### src/rtl/uart_pkg.sv
// Shared UART definitions: receiver state encoding, default bit timing and
// the frame delimiters used by the downstream frame buffer.
package uart_pkg;

  typedef enum logic [2:0] {
    ST_IDLE      = 3'd0,
    ST_START     = 3'd1,
    ST_DATA      = 3'd2,
    ST_STOP      = 3'd3,
    ST_WAIT_HIGH = 3'd4
  } uart_state_e;

  localparam int DEFAULT_CLKS_PER_BIT = 434;

  localparam logic [7:0] START_FRAME = 8'hAA;
  localparam logic [7:0] END_FRAME   = 8'h55;

endpackage

### src/rtl/sync_2ff.sv
// Two-flop synchronizer for asynchronous single-bit inputs; both flops reset
// to RST_VAL so an idle-high line shows no spurious edge after reset.
module sync_2ff #(
  parameter logic RST_VAL = 1'b1
) (
  input  logic clk,
  input  logic rst_n,
  input  logic d,
  output logic q
);

  logic meta_q;
  logic sync_q;

  always_ff @(posedge clk) begin
    if (!rst_n) begin
      meta_q <= RST_VAL;
      sync_q <= RST_VAL;
    end else begin
      meta_q <= d;
      sync_q <= meta_q;
    end
  end

  assign q = sync_q;

endmodule

### src/rtl/uart_rx_byte.sv
// 8N1 UART receiver: samples mid-bit, strobes rx_done on a good stop bit and
// frame_err on a bad one, and filters start-bit glitches shorter than half a bit.
module uart_rx_byte
  import uart_pkg::*;
#(
  parameter int CLKS_PER_BIT = DEFAULT_CLKS_PER_BIT,
  localparam int CNT_W       = $clog2(CLKS_PER_BIT)
) (
  input  logic       clk,
  input  logic       rst_n,
  input  logic       rx,
  output logic [7:0] rx_byte,
  output logic       rx_done,
  output logic       frame_err,
  output logic       busy
);

  localparam logic [CNT_W-1:0] HALF_M1 = CNT_W'(CLKS_PER_BIT / 2 - 1);
  localparam logic [CNT_W-1:0] FULL_M1 = CNT_W'(CLKS_PER_BIT - 1);

  logic rx_s;

  sync_2ff #(.RST_VAL(1'b1)) u_sync (
    .clk   (clk),
    .rst_n (rst_n),
    .d     (rx),
    .q     (rx_s)
  );

  uart_state_e      state_q,   state_d;
  logic [CNT_W-1:0] timer_q,   timer_d;
  logic [2:0]       bit_idx_q, bit_idx_d;
  logic [7:0]       shift_q,   shift_d;
  logic [7:0]       byte_q,    byte_d;
  logic             done_q,    done_d;
  logic             err_q,     err_d;
  logic             rx_prev_q;

  always_comb begin
    state_d   = state_q;
    timer_d   = timer_q;
    bit_idx_d = bit_idx_q;
    shift_d   = shift_q;
    byte_d    = byte_q;
    done_d    = 1'b0;
    err_d     = 1'b0;

    case (state_q)
      ST_IDLE: begin
        if (!rx_s && rx_prev_q) begin
          state_d = ST_START;
          timer_d = '0;
        end
      end
      // A start bit that has gone high again by mid-bit is treated as noise.
      ST_START: begin
        if (timer_q == HALF_M1) begin
          timer_d = '0;
          if (!rx_s) begin
            state_d   = ST_DATA;
            bit_idx_d = 3'd0;
          end else begin
            state_d = ST_IDLE;
          end
        end else begin
          timer_d = timer_q + CNT_W'(1);
        end
      end
      ST_DATA: begin
        if (timer_q == FULL_M1) begin
          timer_d           = '0;
          shift_d[bit_idx_q] = rx_s;
          if (bit_idx_q == 3'd7) begin
            state_d = ST_STOP;
          end else begin
            bit_idx_d = bit_idx_q + 3'd1;
          end
        end else begin
          timer_d = timer_q + CNT_W'(1);
        end
      end
      ST_STOP: begin
        if (timer_q == FULL_M1) begin
          timer_d = '0;
          if (rx_s) begin
            byte_d  = shift_q;
            done_d  = 1'b1;
            state_d = ST_IDLE;
          end else begin
            err_d   = 1'b1;
            state_d = ST_WAIT_HIGH;
          end
        end else begin
          timer_d = timer_q + CNT_W'(1);
        end
      end
      ST_WAIT_HIGH: begin
        if (rx_s) begin
          state_d = ST_IDLE;
        end
      end
      default: begin
        state_d = ST_IDLE;
      end
    endcase
  end

  always_ff @(posedge clk) begin
    if (!rst_n) begin
      state_q   <= ST_IDLE;
      timer_q   <= '0;
      bit_idx_q <= 3'd0;
      shift_q   <= 8'h00;
      byte_q    <= 8'h00;
      done_q    <= 1'b0;
      err_q     <= 1'b0;
      rx_prev_q <= 1'b1;
    end else begin
      state_q   <= state_d;
      timer_q   <= timer_d;
      bit_idx_q <= bit_idx_d;
      shift_q   <= shift_d;
      byte_q    <= byte_d;
      done_q    <= done_d;
      err_q     <= err_d;
      rx_prev_q <= rx_s;
    end
  end

  assign rx_byte   = byte_q;
  assign rx_done   = done_q;
  assign frame_err = err_q;
  assign busy      = (state_q != ST_IDLE);

endmodule

### config.mk
export PLATFORM = sky130hd
export DESIGN_NAME = uart_rx_byte
export DESIGN_NICKNAME = d
export VERILOG_FILES = /design/src/rtl/uart_pkg.sv /design/src/rtl/sync_2ff.sv /design/src/rtl/uart_rx_byte.sv
export SDC_FILE = /design/constraint.sdc
export NUM_CORES = 1
export LEC_CHECK = 0
export BUFFER_PORTS_ARGS = -buffer_cell sky130_fd_sc_hd__buf_4
export CAP_MARGIN = 20
export CORE_MARGIN = 3
export CORE_UTILIZATION = 58
export DETAILED_ROUTE_END_ITERATION = 16
export PLACE_DENSITY = 0.88
export REMOVE_ABC_BUFFERS = 1
export SLEW_MARGIN = 30
export SYNTH_ARGS = -nofsm -noshare
export SYNTH_HDL_FRONTEND = slang
export SYNTH_SLANG_ARGS = --single-unit
### constraint.sdc
create_clock -name clk -period 2.1 [get_ports clk]
set_input_delay 0.105 -clock clk [delete_from_list [all_inputs] [get_ports clk]]
set_output_delay 0.105 -clock clk [all_outputs]
set_load 0.1 [all_outputs]
; ---- After elaboration in Yosys (flattened, before gate mapping)
; Index checks and enable logic that the tools add are counted.
; W data, S select, Z words.
[totals]
reg_bits = 36
out_inout_bits = 11
elab_cells = 66
[op_classes]
addsub = 2
order_cmp = 2
n_eq_ne = 15
muxes = 23
reduce_logical = 14
[op_table]
columns = operator, count
row1 = $mux W3, 11
row2 = $mux W9, 3
row3 = $pmux W9 S3, 1
row4 = $pmux W3 S5, 1
row5 = $ne A2 B2 Y1 const B, 7
row6 = $add A9 B1 Y9 const B, 1
row7 = $eq A9 B8 Y1 const B, 1
row8 = $eq A9 B9 Y1 const B, 1
row9 = $bwmux W8, 1
row10 = $eq A3 B2 Y1 const B, 2
row11 = $eq A3 B3 Y1 const B, 2
row12 = $pmux W3 S2, 1
row13 = $reduce_and A3 Y1, 2
row14 = $reduce_and A6 Y1, 1
row15 = $reduce_bool A3 Y1, 2
row16 = $reduce_and A5 Y1, 1
row17 = $lt A3 B4 Y1 const B, 1
row18 = $reduce_and A2 Y1, 2
row19 = $add A3 B1 Y3 const B, 1
row20 = $demux W1 S3, 1
row21 = $eq A3 B1 Y1 const B, 1
row22 = $ge A3 B1 Y1 const B, 1
row23 = $logic_not A3 Y1, 1
row24 = $mux W1, 3
row25 = other kinds (6), 7

; ---- Logic depth before layout (Yosys ltp)
; Gate-level depths: netlist (run 1).
[logic_depth]
ltp_word = 5
mapped_depth = 7

; ---- Hierarchy
; Synthesis (run 1) repeated with hierarchy kept, for this count alone.
[hier_totals]
hier_cells = 204
hier_area_um2 = 1788.0
[by_module_without_submodules]
columns = module, n_inst, cells_each, area_each_um2, seq_area_each_um2
row1 = uart_rx_byte, 1, 200, 1735.4, 680.7
row2 = sync_2ff, 1, 4, 52.6, 40.0

; ---- Worst setup path before layout (run 1)
; Ideal clock, no wire load.
[synth_timing]
path_type = flip-flop to flip-flop
start = reg timer_q[2]
end = reg byte_q[0] (netlist: rx_byte[0])
arrival_ns = 1.613
path_slack_ns = 0.368
stages_incl_launch_ff = 6
path_buffers = 1
synth_period_minus_slack_ns = 1.732
path_cell_list = dfxtp_1 or4b_4 nor4_2 buf_6 mux2i_1 nor2b_1
[synth_between]
elab_chain_cells = 2
[synth_lines]
columns = item, line
row1 = start: declaration, uart_rx_byte.sv:31  ; logic [CNT_W-1:0] timer_q, timer_d;
row2 = start signal: assignment, uart_rx_byte.sv:120  ; timer_q <= timer_d;
row3 = $eq A9 B9 Y1, uart_rx_byte.sv:83  ; if (timer_q == FULL_M1) begin
row4 = $reduce_and A3 Y1 (no line), n/a
row5 = end signal: assignment, uart_rx_byte.sv:123  ; byte_q <= byte_d;
row6 = end: declaration, uart_rx_byte.sv:34  ; logic [7:0] byte_q, byte_d;
; Every way passes these cells.
; A chain may end at the register's enable or synchronous reset.

; ---- Final worst setup path (run 1)
[layout_timing]
start = reg timer_q[2]
end = reg byte_q[3] (netlist: rx_byte[3])
; Same word-level chain as after synthesis.

==> results of run 1 <==
-- sequential cells by signal (all words and copies together), names as in the netlist --
signal and count:
shift_q 8, rx_byte 8, frame_err 1, bit_idx_q 3
rx_prev_q 1, rx_done 1, state_q 3, u_sync.q 1
timer_q 9, u_sync.meta_q 1
-- final cells by class --
cell class | count | area share [%]
clock buffers | 7 | 2.76
clock inverters | 1 | 0.377
inverters | 2 | 0.377
multi-input cells | 146 | 51.1
flip-flops and latches | 36 | 36.2
well taps | 31 | 1.95
repair buffers | 19 | 7.29
-- cell usage after synthesis (2+ instances only) --
master and instances:
o31a_1 2, o21a_1 2, o311ai_0 2, nor2b_1 10, ha_1 5, nor4b_1 3, clkbuf_1 7, nor2_1 5
and2_1 5, inv_1 2, nor3_1 3, buf_1 2, and4_1 2, nor3b_1 4, nand2b_1 5, a21boi_0 8
nand3b_1 3, o22ai_1 7, nand2_1 29, nor4_1 2, o211ai_1 2, dfxtp_1 36, o21ai_0 5, nand3_1 7
mux2i_1 19, nand4_1 2
-- per-stage QoR --
stage / utilization, % / area (um2)
6_report: 69.8 / 1990
3_5_place_dp: 67.1 / 1910
5_1_grt: 69.8 / 1990
2_1_floorplan: - / 1740
4_1_cts: 69.6 / 1990
3_3_place_gp: 67.1 / 1910
-- cells by family after synthesis --
| family | count (synthesis) | share of synthesized area [%] |
|---|---|---|
| multiplexers | 19 | 10.6 |
| AO/OA/AOI/OAI | 37 | 15.1 |
| AND/OR/NAND/NOR | 85 | 27.3 |
| adder cells (fa/ha/maj) | 5 | 3.50 |
| flip-flops | 36 | 40.3 |
| buffers and inverters | 13 | 3.22 |
-- critical path, delay by kind of cell, from the launching register on --
family / cells / cell delay (ns)
flops: 1 / 0.39
mux: 1 / 0.20
simple gates: 3 / 0.94
buf+inv: 1 / 0.24
-- how the worst max path moves through the flow --
stage	endpoint	slack [ns]	cells after the start
global placement	rx_byte[6]	0.30	5
finish	rx_byte[3]	0.25	5
floorplan	rx_byte[0]	-0.08	4
CTS	rx_byte[1]	0.23	5
detailed placement	rx_byte[1]	0.25	5
global route	rx_byte[3]	0.12	5
-- per-layer routing --
metal / global-route usage (%) / wire [um]
met1: 24.1 / 1530
met2: 29.4 / 1620
met4: 10.9 / 61
met5: 0 / 0
met3: 5.03 / 156
-- repair_timing --
action | in CTS | in global routing
endpoints found under the hold margin | 1 | 0
hold buffers | 1 | 0
setup buffers | 0 | 0
resized for setup | 0 | 1
endpoints found under the setup margin | 0 | 1
-- power by group --
part	total, mW	leakage, nW	internal, mW	switching [mW]
Sequential	0.694	0.291	0.688	0.00596
Combinational	0.0708	0.420	0.0257	0.0451
Clock	0.396	0.0315	0.164	0.232
==> impl_metrics.yaml, run 1 <==
logic_synthesis:
  synth_top_area_share_pct: 40.3
  synth_flop_cell: "dfxtp_1"
  synth_area_per_cell_um2: 9.18
  ys_seq_area_share_pct: 40.3
  synth_edf_count: 0
  syn_inst: 195
  ys_types: 42
  synthArstFlopShare_pct: 0
  ys_warn_count: 0
  yosys-top-cells-area: "dfxtp_1, mux2i_1, nand2_1"
  ys_ff_latch: 36
  yosys.area.top_type: "dfxtp_1"
  netlist_area_um2: 1790
placed_design:
  gp_congestion: 0.863
  place_ws_ns: 0.249
  post-dp-hpwl_um: 2360
  io_buffers: 13
  dp.cells: 233
die:
  die_area_um2: 3790
  initial_utilization_pct: 62.7
  coreArea_um2: 2850
  rows: 19
  die_x_um: 61.5
  ios: 14
  die_y_um: 61.5
clocking:
  htreeDepth: 2
  clk_latency_ns: 0.34
  cts_buffer_depth: 2
  cts_root_buf: "clkbuf_4"
  cts_inserted_buffers: 5
  clock-sinks: 36
  clk_pin_slew_worst_paths_ns: 0.11
  cts_tree: "built"
timing:
  worst_pin_slew_ns: 0.472
  rsz0062_at_grt: "no"
  hold_slack_ns: 0.132
  finClkSkew_ns: 0.00828
  period_share_pct: 88.3
  tns_ns: 0
  slew-limit-headroom_pct: 68.1
  hold_violations: 0
  drv_slew: 0
  period_needed_ns: 1.85
  setup_viol: 0
  worst_slack_ns: 0.245
  timing.fmax_mhz: 539
route:
  ant_nets: 0
  drtIter0Drc: 67
  viasPerCell: 6.08
  drc: 0
  drt_pass1_iterations: 4
  vias: 1472
  wl_um: 3370
  wire_per_inst_um: 13.9
worst_setup_path:
  cp-start-kind: "flip-flop"
  endpoint_kind: "flip-flop"
  cp_slowest_cell: "or4b_4"
  path_cells: "or4b_4, nor4_2, buf_4, mux2i_1, nor2b_1"
  crit_path_start: "timer_q[2]"
  crit_arrival_ns: 2.10
  critPathRequiredTime_ns: 2.35
  worstSetupPathType: "reg2reg"
  reg2reg_depth: 5
  r2r_start: "timer_q[2]"
  ff2ff_setup_slack_ns: 0.25
  slowest_delay_ns: 0.61
  r2r_end: "rx_byte[3]"
  path_max_fanout: 9
hold_path:
  min_path_cells: 2
  hold_start: "rst_n"
  hold_path_class: "in2reg"
  hold_path_end: "u_sync.q"
final_layout:
  mostFrequentLayoutCells: "dfxtp_1, nand2_1, mux2i_1, buf_4, nor2b_1"
  nets: 218
  multiInputGateArea_um2: 1020
  register_area_um2: 721
  drive_gt1_share_pct: 14.2
  area_growth_pct: 11.3
  fillers: 230
  layout_commonest_cell: "dfxtp_1"
  fin_cells: 242
  n_antenna_cell: 0
global_routing:
  antenna_found_initial: 0
  overflow: 0
  grt_pass1_vias: 1227
  grt_start_max_net_pins: 44
  grtUsageTotal_pct: 19.1
  grt_pass1_wl_um: 5350
outcome:
  status: "complete, no violations"
pwr:
  vdd_ir_drop_max_v: 0.000422
  p_per_area_nw_per_um2: 583
  p_total_mw: 1.16
  p_leak_nw: 0.742
run:
  max-cap-violations: 0
Power figures use the tool's default switching activity.
==> run 2, diff against run 1 <==
- CORE_ASPECT_RATIO: default -> 1.25
==> run 2 against run 1 <==
Net effect: cell count rose by 1.2%; critical path type unchanged; total power rose by 6.1%; highest routed layer unchanged; non-clock buffer count stayed put; die area is 0.11% higher; routed wire length decreased by 0.59%; fmax up 0.21%; via count grew 0.41%; sequential cell count unchanged; largest power group unchanged; cell area is 0.88% higher.
==> impl_metrics.yaml, run 2 (same netlist as run 1, synthesis figures left out) <==
route:
  drt_pass1_iterations: 4
  wl_um: 3350
  vias: 1478
  ant_nets: 0
  drtIter0Drc: 39
  wire_per_inst_um: 13.7
  viasPerCell: 6.03
  drc: 0
placed_design:
  dp.cells: 236
  io_buffers: 13
  post-dp-hpwl_um: 2410
  gp_congestion: 0.887
outcome:
  status: "complete, no violations"
final_layout:
  nets: 218
  multiInputGateArea_um2: 1020
  mostFrequentLayoutCells: "dfxtp_1, nand2_1, mux2i_1, buf_4, nor2b_1"
  register_area_um2: 721
  drive_gt1_share_pct: 14.2
  fillers: 207
  n_antenna_cell: 0
  layout_commonest_cell: "dfxtp_1"
  area_growth_pct: 12.3
  largest_reg_flops: 9
  finalCoreUtilization_pct: 71.5
  fin_cells: 245
  regMostFlops: "timer_q"
worst_setup_path:
  endpoint_kind: "flip-flop"
  cp-start-kind: "flip-flop"
  r2r_end: "rx_byte[6]"
  critPathRequiredTime_ns: 2.33
  reg2reg_depth: 5
  path_max_fanout: 9
  crit_path_start: "timer_q[2]"
  worstSetupPathType: "reg2reg"
  ff2ff_setup_slack_ns: 0.25
  worstSetupEndpoint: "rx_byte[6]"
  r2r_start: "timer_q[2]"
  crit_arrival_ns: 2.08
die:
  die_x_um: 55.7
  coreArea_um2: 2810
  die_y_um: 68.1
  rows: 21
  initial_utilization_pct: 63.6
  ios: 14
  die_area_um2: 3790
pwr:
  p_per_area_nw_per_um2: 613
  seqPwrFrac_pct: 56.2
  p_leak_nw: 0.753
  internal-power_mw: 0.963
  pwr-share-clk_pct: 37.9
  netSwitchingPower_mw: 0.269
  vdd_ir_drop_max_v: 0.000670
  p_total_mw: 1.23
  pwr-share-comb_pct: 5.9
  p_sw_share_pct: 21.8
global_routing:
  grt_pass1_wl_um: 5760
  overflow: 0
  grt_pass1_vias: 1409
  antenna_found_initial: 0
  grt_start_max_net_pins: 44
  grtUsageTotal_pct: 19.2
timing:
  slew-limit-headroom_pct: 67.0
  worst_pin_slew_ns: 0.488
  period_share_pct: 88.2
  setup_viol: 0
  rsz0062_at_grt: "no"
  timing.fmax_mhz: 540
  drv_slew: 0
  finClkSkew_ns: 0.00636
  period_needed_ns: 1.85
  hold_violations: 0
clocking:
  clk_pin_slew_worst_paths_ns: 0.10
  cts_root_buf: "clkbuf_4"
  clk_latency_ns: 0.33
  cts_tree: "built"
  cts_buffer_depth: 2
  clock-sinks: 36
  htreeDepth: 2
  cts_inserted_buffers: 5
run:
  max-cap-violations: 0
hold_path:
  hold_path_class: "in2reg"
## run 2: how the worst min path moves through the flow
stage	start	to	slack, ns	cells after the start
after global routing	rst_n	u_sync.q	0.16	2
after detailed placement	rx	u_sync.meta_q	0.31	2
after global placement	rx	u_sync.meta_q	0.29	2
after floorplan	rst_n	u_sync.meta_q	0.18	1
final	rst_n	rx_prev_q	0.14	2
after CTS	rst_n	rx_prev_q	0.13	2
## run 2: through the flow
step | setup TNS, ns | cell area (um2) | setup slack, ns | hold slack, ns
2_1_floorplan | -0.650 | 1740 | -0.0812 | 0.178
3_3_place_gp | 0 | 1920 | 0.305 | 0.291
3_5_place_dp | 0 | 1920 | 0.170 | 0.307
4_1_cts | 0 | 2000 | 0.145 | 0.132
5_1_grt | 0 | 2010 | 0.0484 | 0.158
6_report | 0 | 2010 | 0.249 | 0.144
## run 2: final cells by class
type	count	share of cell area (%)
multi-input cells	146	50.6
flip-flops and latches	36	35.9
repair buffers	19	7.22
well taps	34	2.12
clock buffers	6	2.05
clock inverters	2	1.74
inverters	2	0.374
## run 2: per-layer routing
metal	vias to the layer above	wire, um	GRT usage (%)
met5	-	0	0
met4	0	53	9.42
met3	7	134	6.04
met2	28	1760	36.1
met1	709	1410	19.3
li1	734	-	-
## run 2: power by group through the flow
stage               Sequential [mW]  Clock [mW]  Combinational (mW)
floorplan                     0.707           0              0.0450
global placement              0.708           0              0.0686
CTS                           0.693       0.478              0.0730
detailed placement            0.708           0              0.0712
global route                  0.694       0.501              0.0793
finish                        0.693       0.466              0.0728
## run 2: timing repair
| action | CTS | global route |
|---|---|---|
| hold buffers | 1 | 0 |
| setup endpoints to repair | 0 | 2 |
| endpoints found under the hold margin | 1 | 0 |
| buffers inserted | 0 | 0 |
| gates resized for setup | 0 | 1 |
## run 2: critical path, cell delays in order, from the launching register on
cell and delay (ns):
dfxtp_1 0.40, or4b_4 0.61, nor4_2 0.25, buf_4 0.23, mux2i_1 0.20, nor2b_1 0.06
